File: src/rtl/mask_rev_reader.sv
// Host-side reader for the indexed mask-revision nibble display: steps idx_out 0..7, samples nibble_in, assembles word.
// Optional double-pass consistency check enabled by defining MASK_REV_READER_CHECK_EN.
module mask_rev_reader #(
  parameter int unsigned SETTLE_CYCLES = 2,
  parameter bit          MSB_FIRST     = 1'b0
) (
  input  logic        clk,
  input  logic        rst,
  input  logic        start,
  output logic        busy,
  output logic        done,
  output logic        word_valid,
  output logic [31:0] word,
  output logic [2:0]  idx_out,
  input  logic [3:0]  nibble_in,
  output logic        err
);

  localparam int unsigned IDX_W  = 3;
  localparam int unsigned NIB_W  = 4;
  localparam int unsigned WORD_W = 32;
  localparam int unsigned CNT_W  = 8;
  localparam int unsigned SLOT_W = 5;

  typedef enum logic [1:0] {IDLE, SETTLE, SAMPLE, DONE} state_t;

  state_t              state;
  logic [CNT_W-1:0]    settle_cnt;
  logic [WORD_W-1:0]   shadow;
  logic [SLOT_W-1:0]   slot_c;
  logic [WORD_W-1:0]   shadow_upd_c;

  // Bit offset of the current index's nibble inside the assembled word.
  assign slot_c = MSB_FIRST ? (SLOT_W'(28) - {idx_out, 2'b00}) : {idx_out, 2'b00};

  always_comb begin
    shadow_upd_c = shadow;
    shadow_upd_c[slot_c +: NIB_W] = nibble_in;
  end

`ifdef MASK_REV_READER_CHECK_EN
  logic             verify_pass;
  logic [NIB_W-1:0] shadow_nib_c;

  assign shadow_nib_c = shadow[slot_c +: NIB_W];
`endif

  always_ff @(posedge clk) begin
    if (rst) begin
      state      <= IDLE;
      settle_cnt <= '0;
      shadow     <= '0;
      idx_out    <= '0;
      word       <= '0;
      word_valid <= 1'b0;
      busy       <= 1'b0;
      done       <= 1'b0;
      err        <= 1'b0;
`ifdef MASK_REV_READER_CHECK_EN
      verify_pass <= 1'b0;
`endif
    end else begin
      done <= 1'b0;
      case (state)
        IDLE: begin
          if (start) begin
            state      <= SETTLE;
            idx_out    <= '0;
            busy       <= 1'b1;
            word_valid <= 1'b0;
            err        <= 1'b0;
            settle_cnt <= '0;
`ifdef MASK_REV_READER_CHECK_EN
            verify_pass <= 1'b0;
`endif
          end
        end
        SETTLE: begin
          if (settle_cnt == CNT_W'(SETTLE_CYCLES - 1)) begin
            state      <= SAMPLE;
            settle_cnt <= '0;
          end else begin
            settle_cnt <= settle_cnt + CNT_W'(1);
          end
        end
        SAMPLE: begin
`ifdef MASK_REV_READER_CHECK_EN
          // Second pass only compares; shadow keeps first-pass data.
          if (verify_pass) begin
            if (nibble_in != shadow_nib_c) err <= 1'b1;
          end else begin
            shadow <= shadow_upd_c;
          end
          if (idx_out != IDX_W'(7)) begin
            idx_out <= idx_out + IDX_W'(1);
            state   <= SETTLE;
          end else begin
            idx_out <= '0;
            if (!verify_pass) begin
              verify_pass <= 1'b1;
              state       <= SETTLE;
            end else begin
              state      <= DONE;
              word       <= shadow;
              word_valid <= 1'b1;
              done       <= 1'b1;
              busy       <= 1'b0;
            end
          end
`else
          shadow <= shadow_upd_c;
          if (idx_out != IDX_W'(7)) begin
            idx_out <= idx_out + IDX_W'(1);
            state   <= SETTLE;
          end else begin
            idx_out    <= '0;
            state      <= DONE;
            word       <= shadow_upd_c;
            word_valid <= 1'b1;
            done       <= 1'b1;
            busy       <= 1'b0;
          end
`endif
        end
        DONE: state <= IDLE;
        default: state <= IDLE;
      endcase
    end
  end

endmodule

File: config.mk
export PLATFORM = sky130hd
export DESIGN_NAME = mask_rev_reader
export DESIGN_NICKNAME = d
export VERILOG_FILES = /design/src/rtl/mask_rev_reader.sv
export SDC_FILE = /design/constraint.sdc
export NUM_CORES = 1
export LEC_CHECK = 0
export ABC_AREA = 1
export CAP_MARGIN = 20
export CELL_PAD_IN_SITES_DETAIL_PLACEMENT = 0
export CELL_PAD_IN_SITES_GLOBAL_PLACEMENT = 1
export CORE_MARGIN = 10
export CORE_UTILIZATION = 40
export CTS_CLUSTER_DIAMETER = 200
export CTS_CLUSTER_SIZE = 40
export DETAILED_ROUTE_END_ITERATION = 8
export GPL_ROUTABILITY_DRIVEN = 0
export GPL_TIMING_DRIVEN = 1
export PLACE_DENSITY = 0.82
export SETUP_SLACK_MARGIN = 0.2
export SLEW_MARGIN = 40
export SYNTH_ARGS = -nofsm -noshare
export SYNTH_HDL_FRONTEND = slang
export SYNTH_SLANG_ARGS = --single-unit
File: constraint.sdc
create_clock -name clk -period 2.35 [get_ports clk]
set_input_delay 0.5875 -clock clk [delete_from_list [all_inputs] [get_ports clk]]
set_output_delay 0.5875 -clock clk [all_outputs]
set_load 0.03 [all_outputs]
# Yosys cells after proc, flatten, opt, wreduce, memory -nomap -nowiden

Index checks and enable logic that the tools add are counted.

Add/subtract/negate cells: 3
Eq/ne operators: 8
Shifts and indexed selects: 2
Mux-type cells: 18
Bitwise gates (word level): 2
Reductions and logical operators: 9

Operators by type and width:

| cell                                                 | count |
|---|---|
| bitwise mux 32 bit                                   | 1 |
| variable shift 4 x 7 -> 32 bit, first input constant | 1 |
| variable part select 4 x 7 -> 32 bit                 | 1 |
| two-way mux 8 bit                                    | 2 |
| one-hot mux 8 bit (2 select lines)                   | 1 |
| adder 8 x 1 -> 8 bit, second input constant          | 1 |
| == test 8 x 1 -> 1 bit, second input constant        | 1 |
| one-hot mux 2 bit (4 select lines)                   | 1 |
| AND reduction 2 bit                                  | 4 |
| negator 5 -> 7 bit                                   | 1 |
| two-way mux 2 bit                                    | 3 |
| two-way mux 3 bit                                    | 2 |
| inequality test 2 bit, second input constant         | 3 |
| one-hot mux 3 bit (2 select lines)                   | 1 |
| two-way mux 1 bit                                    | 5 |
| == test 2 bit, second input constant                 | 2 |
| one-hot mux 1 bit (2 select lines)                   | 2 |
| nonzero test 2 bit                                   | 2 |
| adder 3 x 1 -> 3 bit, second input constant          | 1 |
| inequality test 3 bit, second input constant         | 1 |
| AND reduction 3 bit                                  | 1 |
| == test 2 x 1 -> 1 bit, second input constant        | 1 |
| logical NOT 2 bit                                    | 1 |
| inverter 1 bit                                       | 2 |
| OR reduction 2 bit                                   | 1 |

Flip-flop bits (word level): 80
Input bits: 7
Word-level logic and storage cells: 50

# Longest topological paths before layout

Gate-level depths: netlist of run 1.

Word-level depth: 3
Mapped depth: 11
Gate-level depth less buffers: 10

# Worst setup path before layout of run 1

OpenSTA, ideal clock, no wires.

Path kind: reg2reg
From: register idx_out[0]
To: register shadow[28]
Library setup time: 0.056 ns
Arrival time: 2.065 ns
Required time: 2.294 ns
Slack: 0.229 ns
Stages on the path, launching flop included: 12
Period minus slack after synthesis: 2.121 ns
Cell sequence: dfxtp_1 inv_2 ha_1 ha_1 buf_2 inv_1 nand2_1 nor2_8 nand2_1 nand3_1 nand2_1 inv_1

Cells in the longest elaborated chain, start to end: 3

RTL lines:

| item                                                                                   | RTL line | source |
|---|---|---|
| from (decl)                                                                            | 14       | `output logic [2:0] idx_out,` |
| from (signal assigned)                                                                 | 113      | `idx_out <= idx_out + IDX_W'(1);` |
| negator 5 -> 7 bit (*)                                                                 | 38       | `shadow_upd_c[slot_c +: NIB_W] = nibble_in;` |
| variable part select 4 x 7 -> 32 bit or variable shift 4 x 7 -> 32 bit (tied branches) | 38       |  |
| bitwise mux 32 bit (*)                                                                 | 38       |  |
| to (signal assigned)                                                                   | 111      | `shadow <= shadow_upd_c;` |
| to (decl)                                                                              | 29       | `logic [WORD_W-1:0] shadow;` |

Mark *: on every way between the ends. The rest lies on a longest branch, timed or not.
A chain may end at the register's enable or synchronous reset.

# Worst setup path in the final report of run 1

From: register idx_out[2]
To: output port idx_out[2]

No word-level cell between the ends.

==> metrics.yaml, run 1 <==
run_status:
  status: "finished clean"
synth:
  yosys_warnings: 0
  synthCells: 600
  synthesis.nets: 616
  syn-mean-instance-area_um2: 6.65
  ys_ff_latch: 80
  syn_area_um2: 3990
  yosysSeqAreaShare: 0.401
  synth_cell_types: 30
drt:
  first_pass_iters: 6
  drt_iter0_markers: 186
  dr_total_vias: 3624
  post_drt_via_cell_ratio: 4.64
  wl_per_cell_um: 12.2
  drc_errors: 0
  drtAntennaViolNets: 0
  routed_wl_um: 9510
clocking:
  clkTransAtPathRegs_ns: 0.08
  clkSinkCount: 80
  cts_buffer_depth: 2
  cts_tree: "yes"
  htree_levels: 3
  cts_buffers: 9
  clock-root-buffer: "clkbuf_8"
  insertion_delay_ns: 0.35
floorplan:
  die_area_um2: 14400
  fp.dieH_um: 120
  placementRows: 36
  die_x_um: 120
  core_um2: 9730
  io_pins: 46
  start_util: 0.410
sta:
  relSlewSlack: 0.583
  tightest_slew_ns: 0.622
  worst_clock_skew_ns: 0.0125
  timing.final.hold_violations: 0
  setup_viol: 0
  setup_slack_ns: 0.280
  fin_crit_ns: 2.07
  finalSetupTns_ns: 0
  rsz0062_at_grt: "false"
  finalMaxSlewViolations: 0
  fmax_mhz: 483
  post-route-period-util: 0.881
placed_design:
  dp_hpwl_um: 6960
  io_buffers: 44
  post-place-ws_ns: 0.160
layout:
  area_growth_pct: 20.8
  final_cell_mix: "nand2_1 (250), dfxtp_1 (79), nor2_1 (76), nand3_1 (51), inv_1 (47)"
  final_layout_size_suffix_gt1_frac: 0.0833
  num-nets-final: 659
  n_antenna_cell: 0
  mostFrequentLayoutCell: "nand2_1"
worst_setup_path:
  r2r-start: "idx_out[0]"
  reg2reg_to: "word[26]"
  path_cells: "clkdlybuf4s50_1"
  cpMaxStageDelayCell: "clkdlybuf4s50_1"
  path_buf_inv: 1
  critPathCapture: "idx_out[2]"
  crit_cells: 1
  crit_type: "flop to primary output"
  critPathArrivalTime_ns: 1.48
  crit_path_start_kind: "flop"
  startpoint: "idx_out[2]"
  cpPeakStageDelay_ns: 0.72
  critPathRequiredTime_ns: 1.76
  crit_fanout: 4
  cp-end-kind: "primary output"
  ff2ff_path_depth: 9
  cp_top_family: "buffers and inverters"
  r2r_setup_slack_ns: 0.38
grt:
  grt_pass1_vias: 3358
  grt_max_degree: 40
  grt_antenna_before_repair: 0
  grt_pass1_wl_um: 16100
  grt_usage: 0.135
  grt.overflow.total: 0
power:
  p_per_area_nw_per_um2: 626
  power.total_mw: 3.02
  leakage_nw: 2.31
  ir_drop_mv: 0.331
flow_run:
  maxCapViolCount: 0
worst_hold_path:
  hold_class: "flop to flop"
per-layer routing:
layer / track usage / up-vias / part of all wire
met5: 0 / - / 0
met4: 0.0460 / 0 / 0.014
met3: 0.0342 / 14 / 0.047
met2: 0.216 / 61 / 0.45
met1: 0.173 / 1612 / 0.49
li1: - / 1937 / -
repair_timing:
item / 4_1_cts / 5_1_grt
hold endpoints to repair: 0 / 0
pin swaps: 0 / 0
cloned: 0 / 0
endpoints found under the setup margin: 20 / 44
hold buffers: 0 / 0
resized for setup: 1 / 5
setup buffers: 0 / 1
worst min-delay path by stage:
stage,from,end,slack [ns],cells after the start
4_1_cts,word[1],word[1],0.46,2
6_report,word[1],word[1],0.45,2
3_5_place_dp,word[28],word[28],0.44,2
5_1_grt,word[28],word[28],0.47,2
2_1_floorplan,settle_cnt[7],settle_cnt[7],0.47,2
3_3_place_gp,word[0],word[0],0.44,2
cell families (layout without fill, tap and decap cells):
logic type | after synthesis | after routing | share of synthesized area
AOI/OAI and AO/OA | 31 | 31 | 0.0395
xor gates and xnor gates | 1 | 1 | 0.00219
adders and majority gates | 9 | 9 | 0.0282
buffers and inverters | 75 | 123 | 0.0881
DFF | 80 | 80 | 0.401
other | 1 | 1 | 0.000939
and+or+nand+nor | 403 | 403 | 0.440
report_power, final:
part / internal, mW / switching [mW] / total, mW
Combinational: 0.131 / 0.240 / 0.371
Clock: 0.707 / 0.507 / 1.21
Sequential: 1.40 / 0.0296 / 1.43
Total: 2.24 / 0.776 / 3.02
cell usage after synthesis:
cell | n | area share
a21oi_1 | 17 | 0.021
nor2_4 | 3 | 0.0085
buf_2 | 9 | 0.011
nor2_2 | 2 | 0.0031
inv_2 | 4 | 0.0038
o21bai_1 | 1 | 0.0019
nand3_1 | 51 | 0.064
buf_4 | 5 | 0.0094
nand3_4 | 1 | 0.0044
buf_12 | 1 | 0.0050
ha_1 | 9 | 0.028
xor2_1 | 1 | 0.0022
buf_6 | 3 | 0.0085
or2_2 | 1 | 0.0016
dfxtp_1 | 80 | 0.40
nand3b_1 | 1 | 0.0019
clkbuf_2 | 1 | 0.0013
nor2_1 | 77 | 0.072
nor2_8 | 5 | 0.025
and3_1 | 1 | 0.0016
nand2_2 | 2 | 0.0031
nand4_1 | 2 | 0.0031
inv_1 | 48 | 0.045
o21ai_1 | 1 | 0.0013
o21ai_0 | 12 | 0.015
conb_1 | 1 | 0.00094
clkbuf_1 | 4 | 0.0038
nor3_1 | 1 | 0.0013
nand3_2 | 6 | 0.015
nand2_1 | 250 | 0.24
per-stage QoR:
| step | instance area [um2] | hold slack (ns) | instances | util |
|---|---|---|---|---|
| 5_1_grt | 4820 | 0.469 | 781 | 0.496 |
| 2_1_floorplan | 3990 | 0.472 | 600 | - |
| 3_3_place_gp | 4540 | 0.438 | 764 | 0.467 |
| 4_1_cts | 4780 | 0.456 | 780 | 0.492 |
| 3_5_place_dp | 4540 | 0.438 | 764 | 0.467 |
| 6_report | 4820 | 0.449 | 781 | 0.496 |
flip-flops by register name (all words and copies together) (netlist names):
name and count:
shadow 32, word 32, settle_cnt 8, idx_out 3
state 2, busy 1, done 1, word_valid 1
area by class of cell:
cell class,count,area [um2]
Fill cell,1003,4910
Multi-Input combinational cell,445,2060
Sequential cell,80,1600
Timing Repair Buffer,55,561
Inverter,52,199
Tap cell,133,166
Clock buffer,11,131
Clock inverter,5,105
Note: power is estimated with default switching activity, not from simulation.
==> run 2: changes to the inputs <==
Settings changed: CORE_ASPECT_RATIO set to 1.75, CORE_MARGIN 10 to unset.
==> run 2 against run 1 <==
Non-clock buffer count unchanged; combinational power up 1%; power up 5.9%; critical path depth unchanged; sequential share of layout area about the same.
==> metrics.yaml, run 2 (synthesized netlist as in run 1, its figures left out) <==
run_status:
  status: "finished clean"
layout:
  num-nets-final: 659  # unchanged
  n_antenna_cell: 0  # unchanged
  num-fill-cells: 976  # -2.7%
  mostFrequentLayoutCell: "nand2_1"
  multi_input_area_um2: 2050  # -0.24%
  area_growth_pct: 20.9  # about the same
  final_cell_mix: "nand2_1 (250), dfxtp_1 (79), nor2_1 (77), nand3_1 (51), inv_1 (48)"
  seqCellArea_um2: 1600  # unchanged
  final_layout_size_suffix_gt1_frac: 0.0773  # -0.00605
  largestRegisters: "shadow (32), word (32), settle_cnt (8)"
  fin_cells: 769  # -1.5%
grt:
  grt_usage: 0.201  # +0.0663
  grt_antenna_before_repair: 0  # unchanged
  grt_max_degree: 44  # +10%
  grt.overflow.total: 0  # unchanged
  grt_pass1_wl_um: 16300  # +1.3%
  grt_pass1_vias: 3456  # +2.9%
power:
  p_per_area_nw_per_um2: 662  # +5.8%
  ir_drop_mv: 0.365  # +10%
  leakage_nw: 2.34  # +1.4%
clocking:
  clkSinkCount: 80  # unchanged
  htree_levels: 3  # unchanged
  cts_buffer_depth: 2  # unchanged
  cts_tree: "yes"
  clkTransAtPathRegs_ns: 0.06  # -0.02 ns
  cts_hold_buf: 0  # unchanged
  cts_buffers: 9  # unchanged
  clock-root-buffer: "clkbuf_16"
  insertion_delay_ns: 0.34  # about the same
sta:
  tightest_slew_ns: 0.642  # +0.0204 ns
  post-route-period-util: 0.874  # -0.00696
  finalMaxSlewViolations: 0  # unchanged
  rsz0062_at_grt: "false"
  fmax_mhz: 487  # +0.80%
  timing.final.hold_violations: 0  # unchanged
  setup_viol: 0  # unchanged
  finalSetupTns_ns: 0  # unchanged
  setup_slack_ns: 0.297  # +0.0164 ns
  relSlewSlack: 0.569  # -0.0137
  fin_crit_ns: 2.05  # -0.0164 ns
  worst_clock_skew_ns: 0.00583  # -0.00663 ns
drt:
  wl_per_cell_um: 12.5  # +2.8%
  drt_iter0_markers: 173  # -7.0%
  routed_wl_um: 9630  # +1.2%
  dr_total_vias: 3676  # +1.4%
  drc_errors: 0  # unchanged
  post_drt_via_cell_ratio: 4.78  # +3.0%
  first_pass_iters: 4  # -2
  drtAntennaViolNets: 0  # unchanged
flow_run:
  maxCapViolCount: 0  # unchanged
floorplan:
  die_x_um: 77.5  # -35%
  die_area_um2: 10400  # -28%
  io_pins: 46  # unchanged
  core_um2: 9590  # -1.5%
  start_util: 0.417  # +0.00616
  fp.dieH_um: 134  # +12%
  placementRows: 47  # +31%
worst_setup_path:
  critPathRequiredTime_ns: 1.76  # about the same
  path_cells: "clkdlybuf4s50_1"
  cp-end-kind: "primary output"
  crit_path_start_kind: "flop"
  crit_fanout: 5  # +1
  crit_type: "flop to primary output"
  path_buf_inv: 1  # unchanged
  critPathArrivalTime_ns: 1.47  # about the same
  cpMaxStageDelayCell: "clkdlybuf4s50_1"
  cpPeakStageDelay_ns: 0.71  # about the same
  cp_top_family: "buffers and inverters"
placed_design:
  dp.cells: 752  # -1.6%
  io_buffers: 44  # unchanged
  post-place-ws_ns: 0.136  # -0.0245 ns
  dp_hpwl_um: 6950  # -0.18%
worst_hold_path:
  hold_class: "flop to flop"
run 2: cell type report:
cell class	count	area share
multi-input combinational	445	0.425
sequential	80	0.332
timing repair buffer	55	0.111
clock buffer	12	0.0511
inverter	52	0.0404
tap	122	0.0316
clock inverter	3	0.00882
run 2: stage by stage:
step	area (um2)	hold WS (ns)	util	total power [mW]
after floorplan	3990	0.472	-	1.74
after global placement	4510	0.436	0.470	1.82
after detailed placement	4510	0.438	0.470	1.83
after CTS	4800	0.451	0.501	3.21
after global routing	4830	0.469	0.503	3.34
final	4830	0.447	0.503	3.20
run 2: final timing paths:
path         startpoint    endpoint  slack, ns  depth (start not counted)
max          idx_out[1]  idx_out[1]       0.30                          1
min             word[9]     word[9]       0.45                          2
max reg2reg  idx_out[1]    word[29]       0.41                         10
min reg2reg     word[9]     word[9]       0.45                          2
run 2: where the power goes:
group	switching, mW	internal, mW
clock	0.538	0.844
sequential	0.0309	1.41
combinational	0.243	0.133
total	0.812	2.38
run 2: worst register-to-register path, cell delays in order, from the launching register on:
cell and delay (ns):
dfxtp_1 0.41, inv_1 0.13, ha_1 0.25, ha_4 0.27, inv_1 0.18, nand2_1 0.17
nor2_8 0.16, nand2_1 0.11, nand2_1 0.09, nand2_1 0.05, nand2_1 0.07
run 2: layer usage:
layer | vias to the layer above | global-route usage | share of wire
li1 | 1922 | - | -
met1 | 1669 | 0.226 | 0.43
met2 | 72 | 0.360 | 0.51
met3 | 13 | 0.0333 | 0.035
met4 | 0 | 0.103 | 0.024
met5 | - | 0 | 0
run 2: timing repair:
action | CTS | global route
pin swaps | 0 | 1
buffers inserted | 0 | 2
hold endpoints to repair | 0 | 0
resized for setup | 2 | 3
setup endpoints to repair | 22 | 44
